<file path="src/rtl/uart_rx_fifo.sv">
// rtl/uart_rx_fifo.sv - first-word-fall-through receive FIFO behind a UART receiver
// Entries carry {par_err, stp_err, payload}. The FIFO tracks overrun and counts dropped error frames.
module uart_rx_fifo #(
    parameter int DATA_WIDTH = 8,
    parameter int DEPTH      = 8
) (
    input  logic                     CLK,
    input  logic                     RST,
    input  logic                     data_valid,
    input  logic [DATA_WIDTH-1:0]    P_DATA,
    input  logic                     par_err,
    input  logic                     stp_err,
    input  logic                     drop_err_en,
    input  logic                     rd_ready,
    input  logic                     ovr_clr,
    output logic                     rd_valid,
    output logic [DATA_WIDTH-1:0]    rd_data,
    output logic                     rd_par_err,
    output logic                     rd_stp_err,
    output logic                     full,
    output logic                     empty,
    output logic [$clog2(DEPTH):0]   count,
    output logic                     overrun,
    output logic [7:0]               drop_cnt
);

    localparam int AW = $clog2(DEPTH);
    localparam int CW = AW + 1;
    localparam int EW = DATA_WIDTH + 2;

    logic [EW-1:0] r_mem [DEPTH];
    logic [AW-1:0] r_wr_ptr;
    logic [AW-1:0] r_rd_ptr;
    logic [CW-1:0] r_count;
    logic          r_overrun;
    logic [7:0]    r_drop_cnt;

    logic          w_full;
    logic          w_empty;
    logic          w_has_err;
    logic          w_drop;
    logic          w_wr_req;
    logic          w_rd_fire;
    logic          w_wr_fire;
    logic          w_ovr_set;
    logic [EW-1:0] w_head;

    assign w_full    = (r_count == CW'(DEPTH));
    assign w_empty   = (r_count == '0);
    assign w_has_err = par_err | stp_err;

    // Errored frames are discarded before the full check, so they never count as overruns.
    assign w_drop    = data_valid & drop_err_en & w_has_err;
    assign w_wr_req  = data_valid & ~w_drop;
    assign w_rd_fire = ~w_empty & rd_ready;
    assign w_wr_fire = w_wr_req & (~w_full | w_rd_fire);
    assign w_ovr_set = w_wr_req & w_full & ~w_rd_fire;

    always_ff @(posedge CLK) begin
        if (!RST && w_wr_fire) begin
            r_mem[r_wr_ptr] <= {par_err, stp_err, P_DATA};
        end
    end

    always_ff @(posedge CLK) begin
        if (RST) begin
            r_wr_ptr   <= '0;
            r_rd_ptr   <= '0;
            r_count    <= '0;
            r_overrun  <= 1'b0;
            r_drop_cnt <= '0;
        end else begin
            if (w_wr_fire) begin
                r_wr_ptr <= r_wr_ptr + AW'(1);
            end
            if (w_rd_fire) begin
                r_rd_ptr <= r_rd_ptr + AW'(1);
            end
            case ({w_wr_fire, w_rd_fire})
                2'b10:   r_count <= r_count + CW'(1);
                2'b01:   r_count <= r_count - CW'(1);
                default: r_count <= r_count;
            endcase
            // A fresh overrun wins over a same-cycle clear.
            if (w_ovr_set) begin
                r_overrun <= 1'b1;
            end else if (ovr_clr) begin
                r_overrun <= 1'b0;
            end
            if (w_drop && (r_drop_cnt != 8'hFF)) begin
                r_drop_cnt <= r_drop_cnt + 8'd1;
            end
        end
    end

    assign w_head     = r_mem[r_rd_ptr];
    assign rd_valid   = ~w_empty;
    assign rd_data    = w_head[DATA_WIDTH-1:0];
    assign rd_stp_err = w_head[DATA_WIDTH];
    assign rd_par_err = w_head[DATA_WIDTH+1];
    assign full       = w_full;
    assign empty      = w_empty;
    assign count      = r_count;
    assign overrun    = r_overrun;
    assign drop_cnt   = r_drop_cnt;

endmodule

</file>
<file path="config.mk">
export PLATFORM = sky130hd
export DESIGN_NAME = uart_rx_fifo
export DESIGN_NICKNAME = d
export VERILOG_FILES = /design/src/rtl/uart_rx_fifo.sv
export SDC_FILE = /design/constraint.sdc
export NUM_CORES = 1
export LEC_CHECK = 0
export ABC_CLOCK_PERIOD_IN_PS = 3450
export BUFFER_PORTS_ARGS = -buffer_cell sky130_fd_sc_hd__buf_2
export CORE_MARGIN = 2
export CORE_UTILIZATION = 57
export CTS_BUF_LIST = sky130_fd_sc_hd__clkbuf_8 sky130_fd_sc_hd__clkbuf_16
export CTS_CLUSTER_DIAMETER = 80
export DETAILED_ROUTE_END_ITERATION = 12
export PLACE_DENSITY = 0.74
export SYNTH_ARGS = -nofsm -noshare
export SYNTH_HDL_FRONTEND = slang
export SYNTH_SLANG_ARGS = --single-unit
</file>
<file path="constraint.sdc">
create_clock -name CLK -period 3.45 [get_ports CLK]
set_input_delay 0.1725 -clock CLK [delete_from_list [all_inputs] [get_ports CLK]]
set_output_delay 0.1725 -clock CLK [all_outputs]
set_load 0.05 [all_outputs]
</file>
==> results_tabular.tex, run 1 <==
\begin{tabular}{lr}
\hline
Metric & Value \\
\hline
\multicolumn{2}{l}{\textbf{Synth}} \\
Synth top cells by count & edfxtp\_1, dfxtp\_1, mux4\_2 \\
Post-synthesis cell type with the largest combined area & edfxtp\_1 \\
Most common cell in the netlist & edfxtp\_1 \\
Main combinational cell family by area after synthesis & multiplexers \\
Xor-xnor portion of the synthesized cell area & 0.0126 \\
Proportion of synthesized flip-flops having asynchronous set or reset & 0 \\
Adder-Cell Fraction of Synth Area & 0.0120 \\
Portion of synthesized cell area occupied by the leading cell type & 0.577 \\
Compound-cell area share of the yosys netlist & 0.0511 \\
Simple-gate portion of the synthesized area & 0.0709 \\
Cell variety after synth & between 40 and 50 \\
EDFF count, synth & 80 \\
Post-synthesis register bit count & just over 100 \\
Most used DFF post-synth & edfxtp\_1 \\
Post-Synthesis Cell Area & between 4000 and 5000 um2 \\
Share of the yosys chip area belonging to registers & 0.682 \\
Multiplexer share of the synthesized area & 0.151 \\
Synthesized net count & between 200 and 300 \\
Warning count from the yosys run & 0 \\
Syn Area/Cell & 16.9 um2 \\
Top area cells in the synthesized netlist & edfxtp\_1, mux4\_2, dfxtp\_1 \\
Count of mapped cells out of synthesis & about 250 \\
\multicolumn{2}{l}{\textbf{Global routing}} \\
Number of antenna violations at the first check in global routing & 0 \\
Tot GR Track Use & 0.191 \\
Global-route wire length before repair & approximately 11000 um \\
Vias in the first global route & 2176 \\
Remaining global-route overflow & 0 \\
Pin count of the biggest net entering global routing & 28 \\
\multicolumn{2}{l}{\textbf{Timing}} \\
Headroom to the max-slew limit & 0.361 \\
Setup repair after global routing missed its margin & false \\
Final number of max-transition violations & 0 \\
Clk\_skew & about 0.011 ns \\
Final Hold Violating Endpoints & 0 \\
Number of failing setup endpoints in the final timing report & 0 \\
Fmax & approximately 410 MHz \\
Worst slew pin tran & $\sim$0.95 ns \\
Ratio of final minimum period to clock period & 0.701 \\
Post-route setup TNS & 0 ns \\
Final critical-path required period & approximately 2.4 ns \\
\multicolumn{2}{l}{\textbf{Layout}} \\
Count of inserted antenna diode cells & 0 \\
Final instance area & about 4700 um2 \\
Layout fillers & around 510 \\
Util after Layout & 0.652 \\
Layout cell share with drive strength beyond 1 & 0.347 \\
Nets@finish & around 310 \\
Post-synthesis to final-layout area growth & 12.4\% \\
\multicolumn{2}{l}{\textbf{Status}} \\
Result of the run & finished clean \\
\multicolumn{2}{l}{\textbf{Worst setup path}} \\
Crit end category & flip-flop \\
WS Path Type & reg2reg \\
Critical-path maximum fanout & 10 \\
Required time of the critical path & about 3.4 ns \\
Endpoint arrival time on the critical path & between 2 and 2.5 ns \\
Type of element launching the critical path & flip-flop \\
\multicolumn{2}{l}{\textbf{Clock tree}} \\
Clock Sink Count & between 100 and 150 \\
Clock latency at the later pin of the worst-skew pair & $\sim$0.36 ns \\
Maximum level of the CTS H-tree & 3 \\
Maximum buffer depth of the clock tree & 2 \\
Inserted Clock Buffers & 9 \\
Quantity of gates resized following cts & 0 \\
CTS tree & yes \\
Hold-fix buffers at CTS & 0 \\
Clock root buffer master & clkbuf\_8 \\
Clock-pin slew reported for the worst setup and hold paths after clock tree synthesis & 0.10 ns \\
Number of buffers inserted to repair setup after CTS & 0 \\
\multicolumn{2}{l}{\textbf{Floorplanning}} \\
Placeable core area & 7180 um2 \\
Rows & 31 \\
Starting density of the core & 0.580 \\
Die extent in y & between 80 and 90 um \\
Die outline width & 89.5 um \\
Number of placed I/O pins & 42 \\
Die Footprint & 8010 um2 \\
\multicolumn{2}{l}{\textbf{Detailed routing}} \\
Remaining DRCs & 0 \\
Total wire length after detailed routing & roughly 7000 um \\
DRT Pass-1 Iters & 4 \\
First-iteration detailed-routing DRC count & approximately 160 \\
Routed wirelength normalized by instance count & approximately 18 um \\
Count of vias placed by the detailed router & roughly 2200 \\
Detail-routed via count per cell & around 5.6 \\
Antenna Violating Nets Remaining & 0 \\
\multicolumn{2}{l}{\textbf{Place}} \\
Post-DP HPWL & between 4000 and 5000 um \\
I/O Buffers & roughly 40 \\
Area after detailed placement & approximately 4500 um2 \\
RD Place Congestion & 0.767 \\
\multicolumn{2}{l}{\textbf{Power and ir drop}} \\
Peak ir drop on the vdd network & $\sim$0.0008 V \\
Total power per unit cell area & 644 nW/um2 \\
Overall power of the completed layout & $\sim$3000 uW \\
Leakage component of the power & 0.00160 uW \\
\multicolumn{2}{l}{\textbf{Min path}} \\
Path class of the lowest-slack min-delay path & in2reg \\
\multicolumn{2}{l}{\textbf{Run}} \\
Number of max-cap violations & 0 \\
\hline
\end{tabular}
-- final timing paths --
kind,start,to,slack [ns],depth (start not counted)
setup reg to reg,count[1]$_SDFFE_PP0P_,r_mem[7][8]$_DFFE_PP_,1.03,4
setup / recovery,count[1]$_SDFFE_PP0P_,r_mem[7][8]$_DFFE_PP_,1.03,4
hold reg to reg,r_rd_ptr[1]$_SDFFE_PP0N_,r_rd_ptr[1]$_SDFFE_PP0N_,0.49,2
hold / removal,P_DATA[2],r_mem[6][2]$_DFFE_PP_,0.08,1
-- critical path: stages (launching register included) --
cell,delay [ns]
dfxtp_1,0.50
or3_1,0.25
o211ai_2,0.22
or2_1,0.32
nor2_1,0.75
-- where the power goes --
group / total (uW) / internal [uW] / switching, uW
clock: 732 / 336 / 395
sequential: 1420 / 1360 / 60.2
combinational: 859 / 318 / 541
total: 3010 / 2020 / 996
-- cells by family after synthesis --
family,Yosys count
AO/OA/AOI/OAI,25
buffers and inverters,16
adder cells (fa/ha/maj),4
multiplexers,36
XOR/XNOR,6
flip-flops,102
AND/OR/NAND/NOR,57
-- layer usage --
| metal | up-vias | track usage | part of all wire |
|---|---|---|---|
| li1 | 1067 | - | - |
| met1 | 1084 | 0.267 | 0.45 |
| met2 | 65 | 0.296 | 0.48 |
| met3 | 15 | 0.0351 | 0.043 |
| met4 | 0 | 0.0868 | 0.024 |
| met5 | - | 0 | 0 |
-- final cells by class --
cell class	instances	area (um2)	area share
Sequential cell	102	2840	0.607
Multi-Input combinational cell	128	1250	0.268
Timing Repair Buffer	47	250	0.0535
Clock buffer	9	124	0.0265
Tap cell	99	124	0.0265
Clock inverter	7	72.6	0.0155
Inverter	4	15.0	0.00321
-- state kept, by name (all words and copies together) (netlist names), named ones only --
| register | cells |
|---|---|
| r_wr_ptr | 3 |
| r_rd_ptr | 3 |
| r_mem | 80 |
| drop_cnt | 8 |
| count | 4 |
| overrun | 1 |
-- metrics by stage --
step / hold slack, ns / setup WS, ns / std cells
floorplan: 0.271 / 0.582 / 246
global route: 0.0878 / 0.834 / 396
CTS: 0.0694 / 0.967 / 396
finish: 0.0819 / 1.03 / 396
detailed placement: 0.447 / 1.00 / 380
global placement: 0.447 / 1.10 / 380
-- placed cells by master, fill, tap and decap left out, types with 3 or more instances in the layout --
master    synthesis  layout
edfxtp_1         80      80
buf_2             3      41
dfxtp_1          22      22
mux4_2           20      20
nor2_1           18      18
mux2_2           10      10
clkbuf_8          0       9
nand3_1           8       8
a21oi_1           7       7
nand2_1           6       6
buf_4             1       6
xor2_1            5       5
inv_1             4       4
nor3_1            4       4
or3_1             4       4
mux2i_1           4       4
ha_1              4       4
o31ai_1           3       3
or4_1             3       3
No activity file was read; power rests on OpenSTA's default activity.
==> inputs of run 2 (changes only) <==
--- a/config.mk
+++ b/config.mk
@@ -5,7 +5,8 @@
 export SDC_FILE = /design/constraint.sdc
 export NUM_CORES = 1
 export LEC_CHECK = 0
-export ABC_CLOCK_PERIOD_IN_PS = 3450
+export ABC_AREA = 1
+export ABC_CLOCK_PERIOD_IN_PS = 2500
 export BUFFER_PORTS_ARGS = -buffer_cell sky130_fd_sc_hd__buf_2
 export CORE_MARGIN = 2
 export CORE_UTILIZATION = 57
==> constraint.sdc (replaced) <==
create_clock -name CLK -period 2.5 [get_ports CLK]
set_input_delay 0.125 -clock CLK [delete_from_list [all_inputs] [get_ports CLK]]
set_output_delay 0.125 -clock CLK [all_outputs]
set_load 0.05 [all_outputs]
==> run 2 against run 1 <==
Worst setup slack got worse by 0.76 ns. Area after synthesis up 0.51%. Sequential cell count is the same. Utilization grew 0.70 points. Largest cell class unchanged. Die area grew 0.48%. Via count up 31%. Critical path depth rose by 2. Worst hold slack worse by 0.066 ns. Synthesized cell count is 58% higher.
==> results_tabular.tex, run 2 <==
\begin{tabular}{lr}
\hline
Metric & Value \\
\hline
\multicolumn{2}{l}{\textbf{Global routing}} \\
Remaining global-route overflow & 0 (unchanged) \\
Vias in the first global route & 2834 (was 2176) \\
Tot GR Track Use & 0.207 (was 0.191) \\
Global-route wire length before repair & 13100 um (was 11100 um) \\
Pin count of the biggest net entering global routing & 41 (was 28) \\
Number of antenna violations at the first check in global routing & 0 (unchanged) \\
\multicolumn{2}{l}{\textbf{Floorplanning}} \\
Die extent in y & 89.7 um (was 89.5 um) \\
Die outline width & 89.7 um (was 89.5 um) \\
Placeable core area & 7180 um2 (unchanged) \\
Starting density of the core & 0.583 (was 0.580) \\
Number of placed I/O pins & 42 (unchanged) \\
Die Footprint & 8050 um2 (was 8010 um2) \\
Rows & 31 (unchanged) \\
\multicolumn{2}{l}{\textbf{Place}} \\
RD Place Congestion & 0.770 (was 0.767) \\
Post-DP HPWL & 5340 um (was 4670 um) \\
Cell Count Post-Placement & 524 (was 380) \\
I/O Buffers & 41 (unchanged) \\
\multicolumn{2}{l}{\textbf{Synth}} \\
Count of mapped cells out of synthesis & 389 (was 246) \\
Synth top cells by count & nor2\_1, edfxtp\_1, o21ai\_0 (was edfxtp\_1, dfxtp\_1, mux4\_2) \\
EDFF count, synth & 80 (unchanged) \\
Most used DFF post-synth & edfxtp\_1 (unchanged) \\
Proportion of synthesized flip-flops having asynchronous set or reset & 0 (unchanged) \\
Synthesized net count & 409 (was 266) \\
Portion of synthesized cell area occupied by the leading cell type & 0.574 (was 0.577) \\
Top area cells in the synthesized netlist & edfxtp\_1, dfxtp\_1, nor2\_1 (was edfxtp\_1, mux4\_2, dfxtp\_1) \\
Warning count from the yosys run & 0 (unchanged) \\
Syn Area/Cell & 10.8 um2 (was 16.9 um2) \\
Post-synthesis cell type with the largest combined area & edfxtp\_1 (unchanged) \\
Most common cell in the netlist & nor2\_1 (was edfxtp\_1) \\
Share of the yosys chip area belonging to registers & 0.679 (was 0.682) \\
Cell variety after synth & 27 (was 48) \\
Post-Synthesis Cell Area & 4190 um2 (was 4170 um2) \\
Post-synthesis register bit count & 102 (unchanged) \\
\multicolumn{2}{l}{\textbf{Power and ir drop}} \\
Leakage component of the power & 0.00178 uW (was 0.00160 uW) \\
Internal power & 2700 uW (was 2020 uW) \\
Logic pwr share & 0.318 (was 0.285) \\
Sequential share of power & 0.448 (was 0.472) \\
Total power per unit cell area & 916 nW/um2 (was 644 nW/um2) \\
Peak ir drop on the vdd network & 0.000639 V (was 0.000824 V) \\
Psw & 1630 uW (was 996 uW) \\
Clock share of power & 0.234 (was 0.243) \\
Switching share of power & 0.376 (was 0.331) \\
Overall power of the completed layout & 4330 uW (was 3010 uW) \\
\multicolumn{2}{l}{\textbf{Status}} \\
Result of the run & finished clean (unchanged) \\
\multicolumn{2}{l}{\textbf{Detailed routing}} \\
Count of vias placed by the detailed router & 2922 (was 2231) \\
DRT Pass-1 Iters & 4 (unchanged) \\
Total wire length after detailed routing & 8050 um (was 6960 um) \\
First-iteration detailed-routing DRC count & 160 (was 156) \\
Routed wirelength normalized by instance count & 14.9 um (was 17.6 um) \\
Detail-routed via count per cell & 5.41 (was 5.63) \\
Remaining DRCs & 0 (unchanged) \\
Antenna Violating Nets Remaining & 0 (unchanged) \\
\multicolumn{2}{l}{\textbf{Timing}} \\
Worst slew pin tran & 0.645 ns (was 0.955 ns) \\
Final critical-path required period & roughly 2.2 ns \\
Setup repair after global routing missed its margin & false (unchanged) \\
Ratio of final minimum period to clock period & 0.890 \\
Final Hold Violating Endpoints & 0 (unchanged) \\
Number of failing setup endpoints in the final timing report & 0 (unchanged) \\
Clk\_skew & 0.0102 ns (was 0.0114 ns) \\
Final number of max-transition violations & 0 (unchanged) \\
Worst hold margin & 0.0155 ns (was 0.0819 ns) \\
Fmax & about 450 MHz \\
Headroom to the max-slew limit & 0.569 (was 0.361) \\
\multicolumn{2}{l}{\textbf{Clock tree}} \\
Hold-fix buffers at CTS & 0 (unchanged) \\
Clock root buffer master & clkbuf\_8 (unchanged) \\
CTS tree & yes (unchanged) \\
Clock latency at the later pin of the worst-skew pair & 0.36 ns (about the same) \\
Number of buffers inserted to repair setup after CTS & 0 (unchanged) \\
Quantity of gates resized following cts & 0 (unchanged) \\
Maximum level of the CTS H-tree & 3 (unchanged) \\
Clock Sink Count & 102 (unchanged) \\
Maximum buffer depth of the clock tree & 2 (unchanged) \\
Clock-pin slew reported for the worst setup and hold paths after clock tree synthesis & 0.09 ns (was 0.10 ns) \\
Inserted Clock Buffers & 9 (unchanged) \\
\multicolumn{2}{l}{\textbf{Layout}} \\
Layout fillers & 576 (was 508) \\
Most common cell after layout, fill and taps aside & nor2\_1 (was edfxtp\_1) \\
Largest register FFs & 80 (unchanged) \\
Nets@finish & 456 (was 312) \\
Layout cell share with drive strength beyond 1 & 0.179 (was 0.347) \\
Commonest cells after routing, fill and taps aside & nor2\_1, edfxtp\_1, o21ai\_0, buf\_2, nand2\_1 (was edfxtp\_1, buf\_2, dfxtp\_1, mux4\_2, nor2\_1) \\
Util after Layout & 0.659 (was 0.652) \\
Count of inserted antenna diode cells & 0 (unchanged) \\
Reg with most FFs & r\_mem (unchanged) \\
Post-synthesis to final-layout area growth & 13.0\% (was 12.4\%) \\
Non-filler instance count after layout & 540 (was 396) \\
\multicolumn{2}{l}{\textbf{Worst setup path}} \\
Required time of the critical path & 2.38 ns (was 3.43 ns) \\
Endpoint arrival time on the critical path & 2.10 ns (was 2.40 ns) \\
WS Path Type & reg2out (was reg2reg) \\
Type of element launching the critical path & flip-flop (unchanged) \\
Slack of the worst reg-to-reg path & 0.52 ns (was 1.03 ns) \\
Crit end category & output pin (was flip-flop) \\
Critical-path maximum fanout & 20 (was 10) \\
\multicolumn{2}{l}{\textbf{Min path}} \\
Path class of the lowest-slack min-delay path & in2reg (unchanged) \\
\multicolumn{2}{l}{\textbf{Run}} \\
Number of max-cap violations & 0 (unchanged) \\
\hline
\end{tabular}
run 2: cell families after synthesis:
kind of cell | count (synthesis) | synth area share
and+or+nand+nor | 140 | 0.136
xor gates and xnor gates | 3 | 0.00628
DFF | 102 | 0.679
buffers and inverters | 47 | 0.0421
AOI/OAI and AO/OA | 93 | 0.125
adders and majority gates | 4 | 0.0120
run 2: worst max-delay path, stage by stage (launching register included):
cell and delay, ns:
dfxtp_1 0.32, inv_1 0.47, o21ai_0 0.19, o22ai_1 0.19
nor2_1 0.07, a31oi_1 0.20, buf_2 0.29
run 2: routing by layer:
metal	vias up	track usage	share of wire
met2	69	0.366	0.51
li1	1441	-	-
met4	0	0.0949	0.032
met1	1391	0.245	0.43
met5	-	0	0
met3	21	0.0394	0.036
run 2: worst paths after layout:
check	from	to	depth (start not counted)
min reg2reg	r_rd_ptr[2]$_SDFFE_PP0N_	flip-flop	1
max	flip-flop	rd_par_err	6
max reg2reg	count[0]$_SDFFE_PP0P_	r_mem[2][6]$_DFFE_PP_	9
min	ovr_clr	overrun$_SDFFE_PP0P_	4
run 2: power by group through the flow:
stage                     combinational (uW)  clock, uW  sequential (uW)
after floorplan                          992          0             2050
after global placement                  1370          0             1980
after detailed placement                1380          0             1980
after CTS                               1380       1030             1940
after global routing                    1500       1090             1950
final                                   1380       1020             1940
run 2: through the flow:
step / TNS, ns / setup WS (ns) / cell area (um2)
2_1_floorplan: -4.41 / -0.110 / 4190
3_3_place_gp: 0 / 0.647 / 4530
3_5_place_dp: 0 / 0.526 / 4530
4_1_cts: 0 / 0.280 / 4730
5_1_grt: 0 / 0.141 / 4730
6_report: 0 / 0.275 / 4730
run 2: final cells by class:
cell class | count | area, um2 | share of cell area
clock buffers | 9 | 124 | 0.0262
clock inverters | 7 | 72.6 | 0.0153
inverters | 32 | 120 | 0.0254
multi-input cells | 240 | 1170 | 0.247
flip-flops and latches | 102 | 2840 | 0.601
well taps | 99 | 124 | 0.0262
repair buffers | 51 | 280 | 0.0592
